## config.mk

```make
export PLATFORM = sky130hd
export DESIGN_NAME = msp430_clock_switch_ctrl
export DESIGN_NICKNAME = d
export VERILOG_FILES = /design/src/rtl/msp430_clock_switch_ctrl.sv
export SDC_FILE = /design/constraint.sdc
export NUM_CORES = 1
export LEC_CHECK = 0
export BUFFER_PORTS_ARGS = -buffer_cell sky130_fd_sc_hd__buf_2
export CAP_MARGIN = 10
export CELL_PAD_IN_SITES_DETAIL_PLACEMENT = 1
export CELL_PAD_IN_SITES_GLOBAL_PLACEMENT = 1
export CORE_ASPECT_RATIO = 1.1
export CORE_MARGIN = 2
export CORE_UTILIZATION = 44
export CTS_BUF_LIST = sky130_fd_sc_hd__clkbuf_4 sky130_fd_sc_hd__clkbuf_8
export CTS_CLUSTER_DIAMETER = 150
export DETAILED_ROUTE_END_ITERATION = 12
export PLACE_DENSITY = 0.8
export SLEW_MARGIN = 5
export SYNTH_ARGS = -nofsm -noshare
export SYNTH_HDL_FRONTEND = slang
export SYNTH_SLANG_ARGS = --single-unit
export TNS_END_PERCENT = 20
```

## constraint.sdc

```tcl
create_clock -name mclk -period 2.7 [get_ports mclk]
set_clock_uncertainty 0.05 [all_clocks]
set_input_delay 0.27 -clock mclk [delete_from_list [all_inputs] [get_ports mclk]]
set_output_delay 0.27 -clock mclk [all_outputs]
set_load 0.02 [all_outputs]
```

## src/rtl/msp430_clock_switch_ctrl.sv

```systemverilog
// rtl/msp430_clock_switch_ctrl.sv - clock source switch sequencer ahead of the glitch-free clock mux
//
// Purpose:
//   Turns a software source request into a safe sequence for the clock mux.
//   It enables oscillator 1 and waits until the oscillator has been stable
//   for long enough. It then drives the mux selection and holds it while the
//   mux's two-stage handover completes. If oscillator 1 is lost, or fails to
//   start in time, it falls back to source 0 and raises a sticky fault.
//
// Optional feature (macro MSP430_CLKSW_OSC_KEEPALIVE_EN):
//   When the macro is defined, oscillator 1 stays enabled after a normal
//   return to source 0. A new request that finds the oscillator already
//   stable goes straight to the switch, without the start-up wait. Fault
//   returns still stop the oscillator.
//
// Parameters:
//   CNT_W          width of the wait and stabilisation counters
//   STAB_CYCLES    consecutive stable cycles required before switching (< 2**CNT_W)
//   TIMEOUT_CYCLES start-up budget in START1 (> STAB_CYCLES, < 2**CNT_W)
//   SWITCH_CYCLES  hold time after a selection edge (>= 4)
//
// Ports:
//   mclk        in   controller clock (always-running source 0 domain)
//   reset       in   asynchronous active-high reset
//   sel_req     in   requested source: 0 = clk_in0, 1 = clk_in1
//   osc1_ok     in   oscillator 1 valid, asynchronous to mclk
//   fault_clr   in   one-cycle pulse that clears fault
//   selection   out  clock mux selection input
//   osc1_enable out  oscillator 1 enable
//   sel_status  out  1 only while clk_in1 is fully in use (ON1)
//   busy        out  high in every state except IDLE0 and ON1
//   fault       out  sticky oscillator fault flag

module msp430_clock_switch_ctrl #(
  parameter int CNT_W          = 10,
  parameter int STAB_CYCLES    = 512,
  parameter int TIMEOUT_CYCLES = 1000,
  parameter int SWITCH_CYCLES  = 8
) (
  input  logic mclk,
  input  logic reset,
  input  logic sel_req,
  input  logic osc1_ok,
  input  logic fault_clr,
  output logic selection,
  output logic osc1_enable,
  output logic sel_status,
  output logic busy,
  output logic fault
);

  typedef enum logic [2:0] {
    IDLE0   = 3'd0,
    START1  = 3'd1,
    SWITCH1 = 3'd2,
    ON1     = 3'd3,
    SWITCH0 = 3'd4,
    STOP1   = 3'd5
  } state_t;

  localparam logic [CNT_W-1:0] STAB_LIM    = CNT_W'(STAB_CYCLES);
  localparam logic [CNT_W-1:0] TIMEOUT_LIM = CNT_W'(TIMEOUT_CYCLES);
  localparam logic [CNT_W-1:0] SWITCH_LIM  = CNT_W'(SWITCH_CYCLES);
  localparam logic [CNT_W-1:0] CNT_ONE     = CNT_W'(1);

  state_t           state;
  state_t           state_nxt;
  logic [CNT_W-1:0] cnt;
  logic [CNT_W-1:0] cnt_nxt;
  logic [CNT_W-1:0] cnt_inc;
  logic [CNT_W-1:0] stab_cnt;
  logic [CNT_W-1:0] stab_nxt;
  logic [CNT_W-1:0] stab_inc;
  logic             osc1_meta;
  logic             osc1_ok_sync;
  logic             selection_nxt;
  logic             osc1_enable_nxt;
  logic             sel_status_nxt;
  logic             busy_nxt;
  logic             fault_nxt;
  logic             fault_set;

`ifdef MSP430_CLKSW_OSC_KEEPALIVE_EN
  // Remembers whether SWITCH0 was entered because the oscillator was lost.
  // That decides whether the return path keeps the oscillator running.
  logic             loss_exit;
  logic             loss_exit_nxt;
`endif

  assign cnt_inc  = cnt + CNT_ONE;
  assign stab_inc = stab_cnt + CNT_ONE;

  // osc1_ok comes from the oscillator's own domain; two flops before use.
  always_ff @(posedge mclk or posedge reset) begin
    if (reset) begin
      osc1_meta    <= 1'b0;
      osc1_ok_sync <= 1'b0;
    end else begin
      osc1_meta    <= osc1_ok;
      osc1_ok_sync <= osc1_meta;
    end
  end

  always_ff @(posedge mclk or posedge reset) begin
    if (reset) begin
      state       <= IDLE0;
      cnt         <= '0;
      stab_cnt    <= '0;
      selection   <= 1'b0;
      osc1_enable <= 1'b0;
      sel_status  <= 1'b0;
      busy        <= 1'b0;
      fault       <= 1'b0;
    end else begin
      state       <= state_nxt;
      cnt         <= cnt_nxt;
      stab_cnt    <= stab_nxt;
      selection   <= selection_nxt;
      osc1_enable <= osc1_enable_nxt;
      sel_status  <= sel_status_nxt;
      busy        <= busy_nxt;
      fault       <= fault_nxt;
    end
  end

`ifdef MSP430_CLKSW_OSC_KEEPALIVE_EN
  always_ff @(posedge mclk or posedge reset) begin
    if (reset) begin
      loss_exit <= 1'b0;
    end else begin
      loss_exit <= loss_exit_nxt;
    end
  end
`endif

  always_comb begin
    state_nxt       = state;
    cnt_nxt         = cnt;
    stab_nxt        = stab_cnt;
    selection_nxt   = selection;
    osc1_enable_nxt = osc1_enable;
    sel_status_nxt  = sel_status;
    fault_set       = 1'b0;
`ifdef MSP430_CLKSW_OSC_KEEPALIVE_EN
    loss_exit_nxt   = loss_exit;
`endif

    case (state)
      IDLE0: begin
        // A pending fault blocks new requests until software clears it.
        if (sel_req && !fault) begin
`ifdef MSP430_CLKSW_OSC_KEEPALIVE_EN
          if (osc1_ok_sync) begin
            // The oscillator was kept running and is still good.
            state_nxt       = SWITCH1;
            selection_nxt   = 1'b1;
            osc1_enable_nxt = 1'b1;
            cnt_nxt         = '0;
          end else begin
            state_nxt       = START1;
            osc1_enable_nxt = 1'b1;
            cnt_nxt         = '0;
            stab_nxt        = '0;
          end
`else
          state_nxt       = START1;
          osc1_enable_nxt = 1'b1;
          cnt_nxt         = '0;
          stab_nxt        = '0;
`endif
        end
      end

      START1: begin
        cnt_nxt  = cnt_inc;
        stab_nxt = osc1_ok_sync ? stab_inc : '0;
        // The stability check has priority: a switch that qualifies on the
        // last budget cycle still goes ahead.
        if (osc1_ok_sync && (stab_inc == STAB_LIM)) begin
          state_nxt     = SWITCH1;
          selection_nxt = 1'b1;
          cnt_nxt       = '0;
          stab_nxt      = '0;
        end else if (cnt_inc == TIMEOUT_LIM) begin
          fault_set = 1'b1;
          state_nxt = STOP1;
          cnt_nxt   = '0;
        end else if (!sel_req) begin
          state_nxt = STOP1;
          cnt_nxt   = '0;
        end
      end

      SWITCH1: begin
        cnt_nxt = cnt_inc;
        // Losing the oscillator mid-handover overrides the hold time.
        // The new source is gone, so the mux cannot finish switching to it.
        if (!osc1_ok_sync) begin
          fault_set     = 1'b1;
          state_nxt     = SWITCH0;
          selection_nxt = 1'b0;
          cnt_nxt       = '0;
`ifdef MSP430_CLKSW_OSC_KEEPALIVE_EN
          loss_exit_nxt = 1'b1;
`endif
        end else if (cnt_inc == SWITCH_LIM) begin
          state_nxt      = ON1;
          sel_status_nxt = 1'b1;
          cnt_nxt        = '0;
        end
      end

      ON1: begin
        if (!osc1_ok_sync) begin
          fault_set      = 1'b1;
          state_nxt      = SWITCH0;
          selection_nxt  = 1'b0;
          sel_status_nxt = 1'b0;
          cnt_nxt        = '0;
`ifdef MSP430_CLKSW_OSC_KEEPALIVE_EN
          loss_exit_nxt  = 1'b1;
`endif
        end else if (!sel_req) begin
          state_nxt      = SWITCH0;
          selection_nxt  = 1'b0;
          sel_status_nxt = 1'b0;
          cnt_nxt        = '0;
`ifdef MSP430_CLKSW_OSC_KEEPALIVE_EN
          loss_exit_nxt  = 1'b0;
`endif
        end
      end

      SWITCH0: begin
        cnt_nxt = cnt_inc;
        if (cnt_inc == SWITCH_LIM) begin
          cnt_nxt = '0;
`ifdef MSP430_CLKSW_OSC_KEEPALIVE_EN
          state_nxt = loss_exit ? STOP1 : IDLE0;
`else
          state_nxt = STOP1;
`endif
        end
      end

      STOP1: begin
        osc1_enable_nxt = 1'b0;
        state_nxt       = IDLE0;
        cnt_nxt         = '0;
      end

      default: begin
        state_nxt       = IDLE0;
        cnt_nxt         = '0;
        stab_nxt        = '0;
        selection_nxt   = 1'b0;
        osc1_enable_nxt = 1'b0;
        sel_status_nxt  = 1'b0;
      end
    endcase

    // A new detection wins over a clear pulse in the same cycle.
    fault_nxt = fault_set | (fault & ~fault_clr);
    busy_nxt  = !((state_nxt == IDLE0) || (state_nxt == ON1));
  end

endmodule
```

---- Yosys cells after proc, flatten, opt, wreduce, memory -nomap -nowiden ----
Index checks and enable logic that the tools add are counted.
operators by class
  add/subtract/negate cells ............... 2
  bitwise operators ....................... 7
  muxes and demuxes ....................... 36
  eq/ne operators ......................... 15
  reductions and logical operators ........ 17
operator list
  operator               number
  $mux 10                10
  $pmux 10 s5            1
  $pmux 10 s3            1
  $mux 3                 9
  $add 10x1->10 const B  2
  $eq 10x10->1 const B   2
  $pmux 3 s5             1
  $reduce_or 4->1        3
  $eq 10x4->1 const B    1
  $mux 1                 10
  $ne 2x2->1 const B     5
  $eq 3x2->1 const B     3
  $reduce_and 4->1       2
  $eq 3x3->1 const B     2
  $logic_not 3->1        2
  $reduce_and 2->1       3
  $not 1->1              5
  $pmux 1 s2             2
  $pmux 1 s4             1
  $eq 3x1->1 const B     1
  $ne 3x3->1 const B     1
  $pmux 1 s3             1
  $reduce_or 3->1        1
  $logic_and 1x1->1      2
  5 further kinds        6
storage, ports and cells
  flip-flop bits (word level) ............. 30
  bits of input ports ..................... 5
  word-level logic and storage cells ...... 87

---- Logic depth before layout (Yosys ltp) ----
Gate-level depths: netlist of the first run.
  word-level depth ........................ 8
  gate-level depth with buffers ........... 10

---- Worst setup path before layout of the first run ----
No wires, ideal clock.
  kind .................................... reg-to-reg
  start point ............................. register stab_cnt[0]
  end point ............................... register cnt[0]
  arrival ................................. 2316 ps
  buffers on the path ..................... 2
  path slack .............................. 210 ps
  stages on the path, launching flop included .. 10
  library setup time ...................... 125 ps
  cell sequence ........................... dfrtp_1 > ha_1 > and3_1 > buf_2 > nor4_1 > a21oi_1 > or4_1 > buf_2 > a31o_1 > mux2_2
between the ends
  cells in the longest elaborated chain, start to end .. 5
ends and longest elaborated chain
  element                 line  text
  start, declared         71    logic [CNT_W-1:0] stab_cnt;
  start signal, assigned  117   stab_cnt <= stab_nxt;
  $add 10x1->10           91    assign stab_inc = stab_cnt + CNT_ONE;
  $eq 10x10->1            179   if (osc1_ok_sync && (stab_inc == STAB_LIM)) begin
  $logic_and 1x1->1       179
  $mux 10                 179
  $pmux 10 s5             148   case (state)
  end signal, assigned    116   cnt <= cnt_nxt;
  end, declared           68    logic [CNT_W-1:0] cnt;
No other way between the ends.
A chain may end at the register's enable or synchronous reset.

---- Worst setup path after layout of the first run ----
  start point ............................. register stab_cnt[1]
  end point ............................... register cnt[0]
Same word-level chain as after synthesis.

==> results of run 1 <==
==> metal layers <==
| layer | GRT usage | vias to the layer above | routed length (um) |
|---|---|---|---|
| met4 | 0.0885 | 0 | 103 |
| met1 | 0.303 | 1006 | 2690 |
| met5 | 0 | - | 0 |
| li1 | - | 956 | - |
| met2 | 0.401 | 14 | 2800 |
| met3 | 0.0503 | 7 | 107 |
==> final cells by class <==
cell class              instances  share of cell area
well taps                      56              0.0301
inverters                       7              0.0113
multi-input cells             190               0.524
flip-flops and latches         30               0.323
repair buffers                 27              0.0775
clock buffers                   5              0.0296
clock inverters                 2             0.00431
==> worst max-delay path: cells and delay by family (launching register included) <==
kind | cells | cell delay (ns)
simple gates | 3 | 1.03
compound gates | 2 | 0.35
mux | 1 | 0.26
fa+ha+maj | 1 | 0.23
flops | 1 | 0.44
==> worst max path at each step <==
stage                      from       end  slack, ns  depth (start not counted)
CTS                 stab_cnt[1]    cnt[0]       0.21                          7
detailed placement  stab_cnt[1]    cnt[0]       0.23                          7
floorplan           stab_cnt[0]    cnt[0]       0.21                          9
global route        stab_cnt[1]  state[1]       0.06                          7
global placement    stab_cnt[1]    cnt[0]       0.29                          7
finish              stab_cnt[1]    cnt[0]       0.23                          7
==> cell usage after synthesis, drive strengths merged, types with 2 or more instances <==
library cell | instances | area share
a31o | 2 | 0.0084
o21bai | 2 | 0.0072
a221oi | 4 | 0.017
a41oi | 2 | 0.012
o221ai | 2 | 0.0084
o2111ai | 4 | 0.017
a31oi | 7 | 0.021
nand2 | 29 | 0.052
mux2i | 4 | 0.019
nor4b | 2 | 0.011
a22oi | 2 | 0.0072
and2 | 5 | 0.015
a22o | 3 | 0.013
a311oi | 4 | 0.017
nor2b | 4 | 0.012
xor2 | 2 | 0.0084
xnor2 | 5 | 0.021
nand3 | 15 | 0.038
and4 | 3 | 0.013
a21boi | 3 | 0.011
a21o | 2 | 0.0072
nand4 | 6 | 0.018
nor4 | 5 | 0.018
inv | 7 | 0.013
clkbuf | 9 | 0.016
and3 | 4 | 0.012
o21ai | 17 | 0.041
buf | 9 | 0.028
nor3 | 8 | 0.019
nor2 | 11 | 0.020
ha | 3 | 0.018
dfrtp | 30 | 0.36
a21oi | 12 | 0.029
nand2b | 3 | 0.0090
==> kinds of logic after synthesis <==
kind of cell / count (synthesis)
adders and majority gates: 3
buffers and inverters: 25
muxes: 5
DFF: 30
AOI/OAI and AO/OA: 75
xor gates and xnor gates: 7
and+or+nand+nor: 100
==> flip-flops by register name, indices dropped and copies added (netlist names) <==
signal	cells
busy	1
fault	1
osc1_meta	1
state	3
osc1_ok_sync	1
selection	1
cnt	10
osc1_enable	1
sel_status	1
stab_cnt	10
==> metrics by stage <==
step           setup WS, ns  instances  total power, mW  hold WS, ns  cell area (um2)
5_1_grt              0.0622        317             1.65       0.0148             2320
2_1_floorplan         0.210        245            0.975        0.251             2090
3_5_place_dp          0.227        310             1.19        0.306             2250
4_1_cts               0.214        317             1.56      0.00894             2320
3_3_place_gp          0.294        310             1.17        0.283             2250
6_report              0.226        317             1.54      0.00189             2320
==> where the power goes <==
group	switching (mW)	internal [mW]	leakage (nW)
logic	0.372	0.234	0.545
clock network	0.185	0.173	0.0438
registers	0.0703	0.511	0.397
total	0.627	0.918	0.986
==> cells in the final DEF, fill, tap and decap left out, types with 8 or more instances in the layout <==
| cell type | count |
|---|---|
| nand3_1 | 14 |
| nand2_1 | 29 |
| dfrtp_1 | 30 |
| nor2_1 | 11 |
| nor3_1 | 8 |
| a21oi_1 | 12 |
| buf_4 | 18 |
| buf_2 | 9 |
| o21ai_0 | 15 |
==> impl_metrics.ini, run 1 <==
[status]
status = finished, final reports clean

[place]
dp_hpwl_um = 4030
place_congestion = 0.832
io_buffer_count = 9

[timing]
finalMaxSlewViolations = 0
fmax_ghz = 0.404
worst_pin_slew_ns = 0.748
setup_viol = 0
hold_viol_final = 0
timing.final.crit_share = 0.916
finalCriticalPeriod_ns = 2.47
relSlewSlack = 0.499
setup_tns_ns = 0
rsz0062_at_grt = false

[clocking]
cts.sinks = 30
postCtsSetupRepairBufs = 0
clk_latency_ns = 0.29
h-tree-depth = 2
clock_path_buffers = 2
cts_tree = yes
path_clk_slew_ns = 0.07
postCtsResizedCells = 0
ctsHoldBuffers = 0
cts_root_buffer = clkbuf_8
cts_buffers = 5

[layout]
syn_to_final_growth_pct = 11.4
regArea_um2 = 751
nets = 269
post-route-util = 0.503
drive_gt1_frac = 0.161
num-fill-cells = 572
diodes = 0
multi_input_area_mm2 = 0.00122

[grt]
grt_overflow = 0
grt_max_degree = 31
grt_usage = 0.239
grt_pass1_vias = 2078
antenna_found_initial = 0
grt_pass1_wl_um = 10100

[pwr]
powerDensity_mw_per_mm2 = 664
vdd_drop_max_mv = 0.514
p_leak_nw = 0.986

[synthesis]
ys_seq_area_frac = 0.360
synth_mux_area_frac = 0.0246
synth-compound-area-share = 0.258
ys_seq_elements = 30
synthesis.area_mm2 = 0.00209
synth_top_family_by_area = compound AO/OA/AOI/OAI gates
avgSynthCellArea_um2 = 8.52
syn-num-nets = 253
synth_edf_count = 0
syn_inst = 245
synth-xor-area-share = 0.0294
ys_types = 57
synthSimpleGateAreaFrac = 0.254
synth-async-reset-ratio = 1.00
synthAdderAreaFrac = 0.0180
yosys_warnings = 0
synth_ff_type = dfrtp_1

[detailed_routing]
drc_errors = 0
vias = 1983
viasPerCell = 6.26
first_iter_violations = 107
wl_um = 5710
drt_first_pass_iters = 4
antenna_left = 0
routedWlPerCell_um = 18.0

[floorplanning]
dieArea_mm2 = 0.00531
coreArea_mm2 = 0.00462
die_h_um = 76.2
fp-row-count = 26
die_x_um = 69.7
io_pins = 10
initial_core_util = 0.452

[setup_path]
crit_path_max_fanout = 7
worstSetupPathType = reg -> reg
worstPathRequired_ns = 2.83
r2r_slack_ns = 0.23
slowest_stage = or4_1
arrival_ns = 2.61
reg2reg_depth = 7
startpoint_type = register
max_stage_delay_ns = 0.64
endpoint_kind = register
crit_chain = ha_1 > and3_1 > nor4_1 > a21oi_1 > or4_1 > a31o_1 > mux2_2
reg2reg_to = cnt[0]
r2r_start = stab_cnt[1]

[min_path]
min_path_type = in -> async

[run]
maxCapViolCount = 0
Note: power is estimated with default switching activity, not from simulation.
==> run 2: changes to the inputs <==
--- a/config.mk
+++ b/config.mk
@@ -5,13 +5,14 @@
 export SDC_FILE = /design/constraint.sdc
 export NUM_CORES = 1
 export LEC_CHECK = 0
+export ABC_AREA = 1
 export BUFFER_PORTS_ARGS = -buffer_cell sky130_fd_sc_hd__buf_2
 export CAP_MARGIN = 10
 export CELL_PAD_IN_SITES_DETAIL_PLACEMENT = 1
 export CELL_PAD_IN_SITES_GLOBAL_PLACEMENT = 1
 export CORE_ASPECT_RATIO = 1.1
 export CORE_MARGIN = 2
-export CORE_UTILIZATION = 44
+export CORE_UTILIZATION = 41
 export CTS_BUF_LIST = sky130_fd_sc_hd__clkbuf_4 sky130_fd_sc_hd__clkbuf_8
 export CTS_CLUSTER_DIAMETER = 150
 export DETAILED_ROUTE_END_ITERATION = 12
==> impl_metrics.ini, run 2 <==
[synthesis]
ys_seq_elements = 30
yosysMostFrequentCell = nand2_1
synth_top_area_cell = dfrtp_1
synth_common_cells = 82 x nand2_1, 45 x nor2_1, 43 x inv_1
syn-num-nets = 325
avgSynthCellArea_um2 = 6.64
ys_types = 26
yosys_warnings = 0
synth-async-reset-ratio = 1.00
ys_seq_area_frac = 0.357
synth_ff_type = dfrtp_1
syn_inst = 317
synth.area.top_cells = dfrtp_1 36%, nand2_1 15%, nand3_1 8.6%
synth_edf_count = 0
synth_top_area_frac = 0.357
synthesis.area_mm2 = 0.00210

[setup_path]
crit_path_max_fanout = 11
crit_path_frequent_cell = nand2_1
reg2reg_to = cnt[5]
r2r_slack_ns = 0.53
crit_family = simple AND/OR/NAND/NOR gates
worstPathRequired_ns = 2.81
reg2reg_depth = 11
r2r_start = stab_cnt[0]
arrival_ns = 2.29
slowest_stage = dfrtp_1
crit_buf_inv = 2
max_stage_delay_ns = 0.44
endpoint_kind = register
crit_chain = ha_1 > nand3_2 > inv_1 > nand2_1 > nand2_1 > nand2_1 > inv_1 > nor2_1 > nand4_1 > nand3_1 > o211ai_1
worstSetupPathType = reg -> reg
startpoint_type = register

[place]
io_buffer_count = 9
pre_cts_ws_ns = 0.528
place_congestion = 0.850
dp_hpwl_um = 4330

[timing]
timing.final.crit_share = 0.805
final.setup.worst_slack_ns = 0.526
finalCriticalPeriod_ns = 2.17
whs_ns = 0.00272
hold_viol_final = 0
worst_pin_slew_ns = 0.642
rsz0062_at_grt = false
finalMaxSlewViolations = 0
setup_viol = 0
setup_tns_ns = 0
fmax_ghz = 0.460
relSlewSlack = 0.570

[layout]
drive_gt1_frac = 0.126
diodes = 0
multi_input_area_mm2 = 0.00116
reg.largest.list = cnt: 10 flops, stab_cnt: 10 flops, state: 3 flops
syn_to_final_growth_pct = 10.8
layout_common_cells = 82 x nand2_1, 45 x nor2_1, 43 x inv_1
regArea_um2 = 751
nets = 340
num-fill-cells = 677
final_common_cell = nand2_1

[detailed_routing]
first_iter_violations = 105
routedWlPerCell_um = 14.6
drt_first_pass_iters = 4
wl_um = 5690
viasPerCell = 5.35
antenna_left = 0
vias = 2091
drc_errors = 0

[floorplanning]
io_pins = 10
die_h_um = 79.1
initial_core_util = 0.424
coreArea_mm2 = 0.00497
dieArea_mm2 = 0.00572
die_x_um = 72.3
fp-row-count = 27

[grt]
grt_max_degree = 31
grt_usage = 0.232
grt_pass1_vias = 2241
antenna_found_initial = 0
grt_pass1_wl_um = 10400
grt_overflow = 0

[run]
maxCapViolCount = 0

[clocking]
postCtsSetupRepairBufs = 0
cts.sinks = 30
cts_root_buffer = clkbuf_8
path_clk_slew_ns = 0.07
h-tree-depth = 2
cts_buffers = 5
clock_path_buffers = 2
cts_tree = yes
postCtsResizedCells = 0
ctsHoldBuffers = 0
clk_latency_ns = 0.28

[pwr]
p_leak_nw = 1.12
vdd_drop_max_mv = 0.375
powerDensity_mw_per_mm2 = 642

[status]
status = finished, final reports clean

[min_path]
min_path_type = in -> async
==> run 2: how the worst max path moves through the flow <==
stage                     cells past startpoint  slack (ns)        start  endpoint
final                                        11        0.53  stab_cnt[0]    cnt[5]
after global routing                         11        0.27  stab_cnt[0]      busy
after CTS                                    11        0.52  stab_cnt[0]      busy
after detailed placement                     11        0.53  stab_cnt[0]      busy
after global placement                       11        0.51  stab_cnt[0]      busy
after floorplan                              11        0.86  stab_cnt[0]      busy
==> run 2: worst reg2reg max path: stages (launching register included) <==
cell and delay [ns]:
dfrtp_1 0.44, ha_1 0.26, nand3_2 0.10, inv_1 0.07
nand2_1 0.06, nand2_1 0.04, nand2_1 0.09, inv_1 0.05
nor2_1 0.10, nand4_1 0.43, nand3_1 0.26, o211ai_1 0.11
==> run 2: logic make-up after synthesis <==
kind of cell             Yosys count  share of synthesized area
flip-flops                        30                      0.357
buffers and inverters             50                     0.0898
AND/OR/NAND/NOR                  208                      0.457
adder cells (fa/ha/maj)            3                     0.0178
AO/OA/AOI/OAI                     24                     0.0672
XOR/XNOR                           2                     0.0119
==> run 2: layer usage <==
layer / global-route usage / share of wire / routed length, um
met3: 0.0444 / 0.023 / 130
met1: 0.297 / 0.48 / 2730
met2: 0.392 / 0.48 / 2750
met5: 0 / 0 / 0
met4: 0.0698 / 0.014 / 81
==> run 2: final cells by class <==
type,count,area share
clock buffer,7,0.0386
sequential,30,0.322
clock inverter,1,0.00215
timing repair buffer,14,0.0354
inverter,44,0.0709
tap,58,0.0311
multi-input combinational,237,0.500
==> run 2: metrics by stage <==
step                      total power [mW]  instance area (um2)   util  cells
after floorplan                      0.945                 2100      -    317
after global placement                1.11                 2240  0.450    383
after detailed placement              1.12                 2240  0.450    383
after CTS                             1.52                 2330  0.469    391
after global routing                  1.62                 2330  0.469    391
final                                 1.50                 2330  0.469    391
==> run 2: report_power, final <==
group / internal (mW) / switching (mW) / leakage, nW
sequential: 0.514 / 0.0676 / 0.402
clock: 0.215 / 0.173 / 0.0517
combinational: 0.169 / 0.358 / 0.665
==> run 3: changes to the inputs <==
==> constraint.sdc (replaced) <==
create_clock -name mclk -period 1.8 [get_ports mclk]
set_clock_uncertainty 0.05 [all_clocks]
set_input_delay 0.18 -clock mclk [delete_from_list [all_inputs] [get_ports mclk]]
set_output_delay 0.18 -clock mclk [all_outputs]
set_load 0.02 [all_outputs]
==> impl_metrics.ini, run 3 (same netlist as run 2, synthesis figures left out) <==
[detailed_routing]
first_iter_violations = 123
drt_first_pass_iters = 4
viasPerCell = 5.53
met2_length_um = 3820
highest_layer = met4
m1WireLength_um = 3010
wl_met3_um = 171
antenna_left = 0
routedWlPerCell_um = 16.6
wl_um = 7090
drc_errors = 0
vias = 2354

[layout]
reg.largest.list = cnt: 10 flops, stab_cnt: 10 flops, state: 3 flops
diodes = 0
num-fill-cells = 650
final_common_cell = nand2_1
syn_to_final_growth_pct = 34.8
drive_gt1_frac = 0.318
regArea_um2 = 756
nets = 375
multi_input_area_mm2 = 0.00136
layout_common_cells = 71 x nand2_1, 39 x inv_1, 36 x nor2_1

[timing]
setup_viol = 22
timing.final.crit_share = 1.12
fmax_ghz = 0.496
relSlewSlack = 0.642
finalMaxSlewViolations = 0
hold_viol_final = 0
whs_ns = 0.0729
finalCriticalPeriod_ns = 2.02
rsz0062_at_grt = true
worst_pin_slew_ns = 0.536
final.setup.worst_slack_ns = -0.216

[status]
violations = negative setup slack
status = complete, but fails checks

[setup_path]
slowest_stage = dfrtp_1
crit_path_max_fanout = 3
crit_end = busy
worstPathRequired_ns = 1.91
reg2reg_to = busy
crit_chain = ha_4 > xnor2_2 > nand2_1 > nor2_2 > nand3_2 > nor2_4 > nand4_1 > nand2_2 > inv_1 > nand2_1 > nand3_1
crit_buf_inv = 1
arrival_ns = 2.13
cp.depth = 11
cp-startpoint = stab_cnt[1]
crit_path_frequent_cell = nand2_1
r2r_slack_ns = -0.22
max_stage_delay_ns = 0.43
endpoint_kind = register
r2r_start = stab_cnt[1]
startpoint_type = register
crit_family = simple AND/OR/NAND/NOR gates
reg2reg_depth = 11
worstSetupPathType = reg -> reg

[clocking]
clock_path_buffers = 2
path_clk_slew_ns = 0.07
cts_tree = yes
h-tree-depth = 2
cts.sinks = 30
cts_buffers = 5
cts_root_buffer = clkbuf_8
clk_latency_ns = 0.28

[place]
pre_cts_ws_ns = -0.224
io_buffer_count = 9
place_congestion = 0.839
dp_hpwl_um = 4980

[grt]
antenna_found_initial = 0
grt_pass1_vias = 2501
grt_overflow = 0
grt_max_degree = 31
grt_usage = 0.265
grt_pass1_wl_um = 12000

[floorplanning]
initial_core_util = 0.424
fp-row-count = 27
die_h_um = 79.1
dieArea_mm2 = 0.00572
die_x_um = 72.3
coreArea_mm2 = 0.00497
io_pins = 10

[pwr]
power_mw = 2.73
vdd_drop_max_mv = 0.788
p_switching_mw = 1.08
p_int_mw = 1.64
powerDensity_mw_per_mm2 = 962
p_sw_frac = 0.398
p_leak_nw = 1.33
pwr-share-comb = 0.434
pwr-share-seq = 0.319
power.share.clock = 0.247

[min_path]
min_path_type = in -> reg

[run]
maxCapViolCount = 0
-- run 3: cell types whose count changed in the layout (fill, tap and decap cells not counted), sizes merged --
| cell | before | now |
|---|---|---|
| clkbuf | 7 | 5 |
| bufinv | 0 | 1 |
| clkinv | 1 | 2 |
| dlygate4sd3 | 0 | 2 |
| buf | 14 | 47 |
-- run 3: worst min path at each step --
stage / start / to / cells after the start
global route: fault_clr / fault / 2
detailed placement: reset / cnt[2] / 3
CTS: fault_clr / fault / 2
global placement: reset / stab_cnt[8] / 3
finish: fault_clr / fault / 2
floorplan: osc1_ok / osc1_meta / 0
-- run 3: through the flow --
stage          area [um2]   util  TNS (ns)  std cells
2_1_floorplan        2110      -         0        317
3_3_place_gp         2430  0.489    -0.970        408
3_5_place_dp         2430  0.489     -2.57        408
4_1_cts              2680  0.540    -0.546        422
5_1_grt              2840  0.571     -4.05        426
6_report             2840  0.571     -1.64        426
-- run 3: layout make-up --
cell class                      count  area share
Clock buffer                        5      0.0243
Inverter                           44      0.0582
Timing Repair Buffer               49       0.131
Multi-Input combinational cell    237       0.480
Clock inverter                      3      0.0141
Tap cell                           58      0.0256
Sequential cell                    30       0.266
-- run 3: per-layer routing --
layer | track usage | vias up
met5 | 0 | -
met4 | 0.0698 | 0
met3 | 0.0343 | 9
met2 | 0.471 | 45
met1 | 0.334 | 1166
li1 | - | 1134
-- run 3: what timing repair did --
action / CTS / global route
gates resized for setup: 27 / 34
cloned: 0 / 0
hold buffers: 2 / 0
setup buffers: 4 / 4
endpoints found under the setup margin: 22 / 27
hold endpoints to repair: 31 / 0
pin swaps: 11 / 16
-- run 3: power by group through the flow --
stage               registers, mW  clock network [mW]  logic [mW]
finish                      0.871               0.673        1.18
global route                0.879               0.713        1.30
CTS                         0.848               0.689        1.05
detailed placement          0.848                   0       0.962
global placement            0.840                   0       0.933
floorplan                   0.888                   0       0.531
